==> src/rtl/uart_fifo_buffer_if.sv <==
// Handshake bundle for uart_fifo_buffer: push/pop requests, head data and status.
// Signal names keep the original port names of the flat module.
interface uart_fifo_buffer_if #(
  parameter int NB_DATA = 8,
  parameter int NB_ADDR = 4
);
  logic               i_fifo_WR;
  logic [NB_DATA-1:0] i_fifo_WDATA;
  logic               i_fifo_RD;
  logic [NB_DATA-1:0] o_fifo_RDATA;
  logic               o_fifo_EMPTY;
  logic               o_fifo_FULL;
  logic [NB_ADDR:0]   o_fifo_COUNT;
  logic               o_fifo_OVERFLOW;
  logic               o_fifo_UNDERFLOW;

  // Producer/consumer side
  modport master (
    output i_fifo_WR, i_fifo_WDATA, i_fifo_RD,
    input  o_fifo_RDATA, o_fifo_EMPTY, o_fifo_FULL, o_fifo_COUNT,
           o_fifo_OVERFLOW, o_fifo_UNDERFLOW
  );

  // FIFO side
  modport slave (
    input  i_fifo_WR, i_fifo_WDATA, i_fifo_RD,
    output o_fifo_RDATA, o_fifo_EMPTY, o_fifo_FULL, o_fifo_COUNT,
           o_fifo_OVERFLOW, o_fifo_UNDERFLOW
  );
endinterface

==> src/rtl/uart_fifo_buffer.sv <==
// First-word-fall-through synchronous FIFO between the UART byte stages and
// the ALU command interface. Empty/full flow control plus sticky
// overflow/underflow flags.
module uart_fifo_buffer #(
  parameter int NB_DATA = 8,
  parameter int NB_ADDR = 4
) (
  input  logic               i_clk,
  input  logic               i_reset,
  uart_fifo_buffer_if.slave  fifo
);

  localparam int unsigned DEPTH = 2 ** NB_ADDR;
  localparam logic [NB_ADDR:0] COUNT_MAX = (NB_ADDR + 1)'(DEPTH);

  logic [NB_DATA-1:0] mem [DEPTH];
  logic [NB_ADDR-1:0] wr_ptr;
  logic [NB_ADDR-1:0] rd_ptr;
  logic [NB_ADDR:0]   count;
  logic               overflow;
  logic               underflow;
  logic               empty;
  logic               full;
  logic               do_wr;
  logic               do_rd;

  // Status decode and acceptance rules on the pre-edge state; a pop frees
  // the slot a simultaneous push at full will reuse.
  always_comb begin
    empty = (count == '0);
    full  = (count == COUNT_MAX);
    do_wr = fifo.i_fifo_WR & (~full | fifo.i_fifo_RD);
    do_rd = fifo.i_fifo_RD & ~empty;
  end

  // Storage write; not cleared by reset, but a push is not taken during reset
  always_ff @(posedge i_clk) begin
    if (do_wr && !i_reset) begin
      mem[wr_ptr] <= fifo.i_fifo_WDATA;
    end
  end

  // Pointers, occupancy counter and sticky error flags
  always_ff @(posedge i_clk) begin
    if (i_reset) begin
      wr_ptr    <= '0;
      rd_ptr    <= '0;
      count     <= '0;
      overflow  <= 1'b0;
      underflow <= 1'b0;
    end else begin
      if (do_wr) wr_ptr <= wr_ptr + 1'b1;
      if (do_rd) rd_ptr <= rd_ptr + 1'b1;
      case ({do_wr, do_rd})
        2'b10:   count <= count + 1'b1;
        2'b01:   count <= count - 1'b1;
        default: count <= count;
      endcase
      if (fifo.i_fifo_WR && full && !fifo.i_fifo_RD) overflow  <= 1'b1;
      if (fifo.i_fifo_RD && empty)                   underflow <= 1'b1;
    end
  end

  // Output drive: head word read asynchronously at rd_ptr
  always_comb begin
    fifo.o_fifo_RDATA     = mem[rd_ptr];
    fifo.o_fifo_EMPTY     = empty;
    fifo.o_fifo_FULL      = full;
    fifo.o_fifo_COUNT     = count;
    fifo.o_fifo_OVERFLOW  = overflow;
    fifo.o_fifo_UNDERFLOW = underflow;
  end

endmodule

==> src/flat_wrapper.sv <==
// flat-port wrapper written by rule: the top's interface ports become plain ports
module uart_fifo_buffer_flat 
#(
  parameter int NB_DATA = 8,
  parameter int NB_ADDR = 4
)
  (i_clk, i_reset, fifo_i_fifo_WR, fifo_i_fifo_WDATA, fifo_i_fifo_RD, fifo_o_fifo_RDATA, fifo_o_fifo_EMPTY, fifo_o_fifo_FULL, fifo_o_fifo_COUNT, fifo_o_fifo_OVERFLOW, fifo_o_fifo_UNDERFLOW);
  uart_fifo_buffer_if #(.NB_DATA(NB_DATA), .NB_ADDR(NB_ADDR)) fifo_i ();
  input  logic i_clk;
  input  logic i_reset;
  input wire logic [$bits(fifo_i.i_fifo_WR)-1:0] fifo_i_fifo_WR;
  input wire logic [$bits(fifo_i.i_fifo_WDATA)-1:0] fifo_i_fifo_WDATA;
  input wire logic [$bits(fifo_i.i_fifo_RD)-1:0] fifo_i_fifo_RD;
  output wire logic [$bits(fifo_i.o_fifo_RDATA)-1:0] fifo_o_fifo_RDATA;
  output wire logic [$bits(fifo_i.o_fifo_EMPTY)-1:0] fifo_o_fifo_EMPTY;
  output wire logic [$bits(fifo_i.o_fifo_FULL)-1:0] fifo_o_fifo_FULL;
  output wire logic [$bits(fifo_i.o_fifo_COUNT)-1:0] fifo_o_fifo_COUNT;
  output wire logic [$bits(fifo_i.o_fifo_OVERFLOW)-1:0] fifo_o_fifo_OVERFLOW;
  output wire logic [$bits(fifo_i.o_fifo_UNDERFLOW)-1:0] fifo_o_fifo_UNDERFLOW;
  assign fifo_i.i_fifo_WR = fifo_i_fifo_WR;
  assign fifo_i.i_fifo_WDATA = fifo_i_fifo_WDATA;
  assign fifo_i.i_fifo_RD = fifo_i_fifo_RD;
  assign fifo_o_fifo_RDATA = fifo_i.o_fifo_RDATA;
  assign fifo_o_fifo_EMPTY = fifo_i.o_fifo_EMPTY;
  assign fifo_o_fifo_FULL = fifo_i.o_fifo_FULL;
  assign fifo_o_fifo_COUNT = fifo_i.o_fifo_COUNT;
  assign fifo_o_fifo_OVERFLOW = fifo_i.o_fifo_OVERFLOW;
  assign fifo_o_fifo_UNDERFLOW = fifo_i.o_fifo_UNDERFLOW;
  uart_fifo_buffer #(.NB_DATA(NB_DATA), .NB_ADDR(NB_ADDR)) u_core (.i_clk(i_clk), .i_reset(i_reset), .fifo(fifo_i));
endmodule
==> config.mk <==
export PLATFORM = sky130hd
export DESIGN_NAME = uart_fifo_buffer_flat
export DESIGN_NICKNAME = d
export VERILOG_FILES = /design/src/rtl/uart_fifo_buffer_if.sv /design/src/rtl/uart_fifo_buffer.sv /design/src/flat_wrapper.sv
export SDC_FILE = /design/constraint.sdc
export NUM_CORES = 1
export LEC_CHECK = 0
export CAP_MARGIN = 20
export CELL_PAD_IN_SITES_DETAIL_PLACEMENT = 1
export CELL_PAD_IN_SITES_GLOBAL_PLACEMENT = 2
export CORE_ASPECT_RATIO = 0.6
export CORE_MARGIN = 8
export CORE_UTILIZATION = 41
export DETAILED_ROUTE_END_ITERATION = 10
export GPL_ROUTABILITY_DRIVEN = 0
export PLACE_DENSITY = 0.73
export REMOVE_ABC_BUFFERS = 1
export SYNTH_ARGS = -nofsm -noshare
export SYNTH_HDL_FRONTEND = slang
export SYNTH_SLANG_ARGS = --single-unit
==> constraint.sdc <==
create_clock -name i_clk -period 3.3 [get_ports i_clk]
set_input_delay 0.66 -clock i_clk [delete_from_list [all_inputs] [get_ports i_clk]]
set_output_delay 0.66 -clock i_clk [all_outputs]
set_load 0.03 [all_outputs]
Yosys cells after proc, flatten, opt, wreduce, memory -nomap -nowiden
Memory sizes are Yosys's and may differ from the RTL's. A register that Yosys moved wholly into a read port is not among the register bits.
Index checks and enable logic that the tools add are counted.
Word-level totals
  register bits: 15
  memory bits (writable): 128
  output and inout port bits: 17
  memories kept: 1
Memories
  u_core.mem: words 16, bits a word 8, read ports 1, clocked after memory_dff 1, wr ports 1, line uart_fifo_buffer.sv:16  | logic [NB_DATA-1:0] mem [DEPTH];
Operators by class
  $add $sub $neg: 4
  equality and inequality tests: 3
  mux-type cells: 5
  bitwise gates (word level): 5
  reduce and logical (&&, ||, !) cells: 8
Operators by type and width (number)
  case mux 5 bit (2 select lines): 1
  adder 4 x 1 -> 4 bit, second input constant: 2
  2-to-1 mux 4 bit: 2
  adder 5 x 1 -> 5 bit, second input constant: 1
  equality test 5 bit, second input constant: 1
  logical NOT 5 bit: 1
  subtractor 5 x 1 -> 5 bit, second input constant: 1
  logical AND 1 bit: 4
  AND 1 bit: 2
  equality test 2 x 1 -> 1 bit, second input constant: 1
  equality test 2 bit, second input constant: 1
  logical NOT 1 bit: 2
  2-to-1 mux 1 bit: 2
  inverter 1 bit: 2
  nonzero test 2 bit: 1
  OR 1 bit: 1

Depth between registers and ports, before layout
  word-level depth: 7
  mapped depth: 13

Worst setup path before layout
Ideal clock, no wire load.
  kind: register -> register
  start: register u_core.count[0] (netlist: u_core.fifo.o_fifo_COUNT[0])
  end: register u_core.count[4] (netlist: u_core.fifo.o_fifo_COUNT[4])
  arrival time: 3.262 ns
  slack: -0.024 ns
  stages on the path, launching flop included: 14
  buffers on the path: 3
  period minus slack after synthesis: 3.324 ns
  cell sequence: dfxtp_1 > or4_1 > buf_2 > o31a_4 > buf_6 > inv_1 > ha_1 > clkbuf_1 > xor2_1 > ha_1 > a21oi_1 > a221oi_1 > or4b_1 > nand3_1
Between the ends
  cells in the longest elaborated chain, start to end: 6
  elaborated cells on any way between the ends: 13
  those cells by class: 2 x add/sub; 3 x eq/ne; 1 x mux; 5 x bitwise; 2 x reduce/logical
Ends and longest elaborated chain
  start, declared: line uart_fifo_buffer.sv:19  | logic [NB_ADDR:0] count;
  start signal, assigned: line uart_fifo_buffer.sv:55  | 2'b10: count <= count + 1'b1;
  start signal, assigned: line uart_fifo_buffer.sv:56  | 2'b01: count <= count - 1'b1;
  start signal, assigned: line uart_fifo_buffer.sv:57  | default: count <= count;
  equality test 5 bit: line uart_fifo_buffer.sv:31  | full = (count == COUNT_MAX);
  inverter 1 bit: line uart_fifo_buffer.sv:32  | do_wr = fifo.i_fifo_WR & (~full | fifo.i_fifo_RD);
  OR 1 bit: line uart_fifo_buffer.sv:32
  AND 1 bit: line uart_fifo_buffer.sv:32
  equality test 2 x 1 -> 1 bit or equality test 2 bit (tied branches): line uart_fifo_buffer.sv:54  | case ({do_wr, do_rd})
  case mux 5 bit (2 select lines) or nonzero test 2 bit (tied branches)
Parallel ways exist; a longest one is shown, timed or not.
A chain may end at the register's enable or synchronous reset.

==> out/qor.txt <==
status -> finished, final reports clean
CP Class -> reg -> out
initial antenna violation count -> 0
Pre-antenna DRT Iters -> 4
CTS Buffer Depth -> 2
area grow syn2layout -> 20.81%
Max rail drop VDD -> 0.0003639 V
Hold Startpoint -> u_core.fifo.o_fifo_UNDERFLOW$_SDFFE_PP0P_
max frequency -> 310.1 MHz
Gate Count Post-Synth -> 328
H-tree depth -> 4
Critical-path top delay cell -> clkdlybuf4s50_1
gr usage total -> 15.65%
Crit. End Element -> primary output
worst-margin pin slew -> 969.9 ps
Slowest Stage Delay on Critical Path -> 600 ps
IO Count -> 29
Post-Syn Area -> 0.005903 mm²
Lkg Pwr -> 2.412 nW
DR iter-0 viols -> 228
clk_skew -> 8.254 ps
Final Hold Viols -> 0
CTS Sinks -> 147
setup bufs post-CTS -> 0
DRC -> 0
crit-path max FO -> 16
Final Max Tran Viols -> 0
synth warn -> 0
Critical R2R Capture -> u_core.fifo.o_fifo_COUNT[4]$_SDFFE_PP0P_
critical path arrival -> 2560 ps
DIE WIDTH -> 170.9 µm
crit-path cells -> buf_12 > mux4_2 > a22oi_2 > nand2_1 > clkdlybuf4s50_1
Core Region -> 0.01429 mm²
dpl hpwl -> 8.835 mm
Worst Path Buf+Inv -> 2
most frequent cells after synthesis -> 128 x edfxtp_1, 32 x mux4_2, 19 x dfxtp_1
Final setup viols -> 0
Reg2Reg Setup Slack -> 310 ps
largest net degree at the start of global routing -> 33
register area share after synthesis -> 71.56%
CTS tree -> done
Die ar. -> 0.01862 mm²
WHS Endpoint -> u_core.fifo.o_fifo_UNDERFLOW$_SDFFE_PP0P_
hold path cells -> 2
Slew Limit Headroom -> 35.21%
Fillers -> 1370
count leader, synth -> edfxtp_1
unrepaired setup endpoints after global routing -> false
minimum clock period -> 3224 ps
Hold WC Path Type -> reg -> reg
Die Y -> 108.9 µm
Routed Antenna Nets -> 0
Synth async-reset ratio -> 0%
Reg-to-Reg Start -> u_core.fifo.o_fifo_COUNT[3]$_SDFFE_PP0P_
initial core utilization -> 41.30%
Main synth FF type -> edfxtp_1
worst setup margin -> 75.54 ps
WL/cell -> 22.81 µm
Startpoint Class -> register
PortBufs -> 28
clock-pin slew on the worst setup and hold paths -> 60 ps
PwrDens -> 766.4 mW/mm²
area leader, netlist -> edfxtp_1
Nets -> 401
crit-path leading delay family -> buffers and inverters
global-route wire length before repair -> 20.84 mm
setup TNS -> 0 ps
Worst Path Required -> 2640 ps
WL final -> 13.51 mm
row count -> 34
share of layout cells above drive strength 1 -> 23.66%
Setup WS pre-CTS -> 69.08 ps
via/cell ratio -> 5.389
Synth Register Bits -> 147
DR vias -> 3190
Synth Area per Inst -> 18.00 µm²
Skew-Pair Late Insertion Delay -> 420 ps
top cell type's share of synthesized area -> 65.11%
r2r worst-path depth -> 11
vias in the first global route -> 3469
Post-synth EDFFs -> 128
root buffer cell -> clkbuf_16
total gr overflow -> 0
Final Cycle Share -> 97.71%
Max Cap Viol -> 0
Area contributors post-synth -> edfxtp_1 65%, mux4_2 12%, dfxtp_1 6.4%
CTS Buf Count -> 17
Netlist cell types -> 41
==> cells in the final DEF, fill, tap and decap left out, drive strengths merged, types with 4 or more instances in the layout <==
cell,synthesis,routed
edfxtp,128,128
mux4,32,32
clkdlybuf4s50,0,23
buf,7,21
dfxtp,19,19
nor2,18,18
clkbuf,9,17
a22oi,16,16
inv,8,14
nand2,13,13
and3,12,12
ha,9,9
nor3,7,7
clkinv,0,6
nor2b,5,5
xor2,4,4
a21oi,4,4
o21ai,4,4
==> cell type report <==
cell class | instances | area [µm²] | share of cell area [%]
repair buffers | 49 | 476.7 | 6.684
inverters | 8 | 30.03 | 0.4211
clock buffers | 17 | 425.4 | 5.965
clock inverters | 15 | 126.4 | 1.772
well taps | 198 | 247.7 | 3.474
diodes | 1 | 2.502 | 0.03509
multi-input cells | 157 | 1598 | 22.40
flip-flops and latches | 147 | 4225 | 59.25
==> metrics by stage <==
stage                     std cells  hold WS (ps)  power, mW  cell area [µm²]  utilization, %
final                           592         466.9      5.466             7132           49.90
after global routing            591         524.1      5.714             7129           49.88
after CTS                       591         476.5      5.531             7118           49.80
after detailed placement        559         459.9      3.731             6555           45.86
after global placement          559         468.5      3.691             6555           45.86
after floorplan                 312         485.9      3.118             5831               -
==> worst min-delay path, cell delays in order (launching register included) <==
cell and delay (ps):
dfxtp_1 330, a21oi_1 40, nor2_1 70
==> cells by family after synthesis <==
kind of cell / count (synthesis) / share of synthesized area, %
buffers and inverters: 24 / 1.738
AOI/OAI and AO/OA: 33 / 4.452
and+or+nand+nor: 73 / 6.592
xor gates and xnor gates: 7 / 1.039
DFF: 147 / 71.56
adders and majority gates: 9 / 1.908
muxes: 35 / 12.72
==> sequential cells by signal (all words and copies together) (netlist names), named ones only <==
signal	count
u_core.fifo.o_fifo_COUNT	5
u_core.fifo.o_fifo_OVERFLOW	1
u_core.fifo.o_fifo_UNDERFLOW	1
u_core.mem	128
u_core.rd_ptr	4
u_core.wr_ptr	4
==> repair_timing <==
item	in CTS	in global routing
endpoints found under the setup margin	6	3
resized for setup	6	3
hold buffers	0	0
==> metal layers <==
| layer | vias up | share of wire, % | GRT usage, % | wire length (µm) |
|---|---|---|---|---|
| li1 | 1429 | - | - | - |
| met1 | 1702 | 52 | 22.62 | 6966 |
| met2 | 51 | 45 | 23.10 | 6114 |
| met3 | 8 | 2.5 | 4.013 | 338 |
| met4 | 0 | 0.64 | 4.632 | 87 |
| met5 | - | 0 | 0 | 0 |
==> where the power goes <==
part           switching [mW]  leakage (nW)  internal [mW]
sequential             0.0571          1.31           2.10
clock                   0.811         0.264          0.983
combinational           0.809         0.840          0.705
total                    1.68          2.41           3.79
==> worst max path at each step <==
stage / start / end / slack [ps] / cells past startpoint
detailed placement: fifo_i_fifo_RD / u_core.fifo.o_fifo_COUNT[4]$_SDFFE_PP0P_ / 70 / 10
global route: register / fifo_o_fifo_RDATA[3] / 9 / 5
finish: register / fifo_o_fifo_RDATA[5] / 80 / 5
global placement: fifo_i_fifo_RD / u_core.fifo.o_fifo_COUNT[4]$_SDFFE_PP0P_ / 150 / 10
CTS: register / fifo_o_fifo_RDATA[7] / 10 / 6
floorplan: u_core.fifo.o_fifo_COUNT[0]$_SDFFE_PP0P_ / u_core.fifo.o_fifo_COUNT[4]$_SDFFE_PP0P_ / 140 / 10
(Power assumes the default switching activity.)
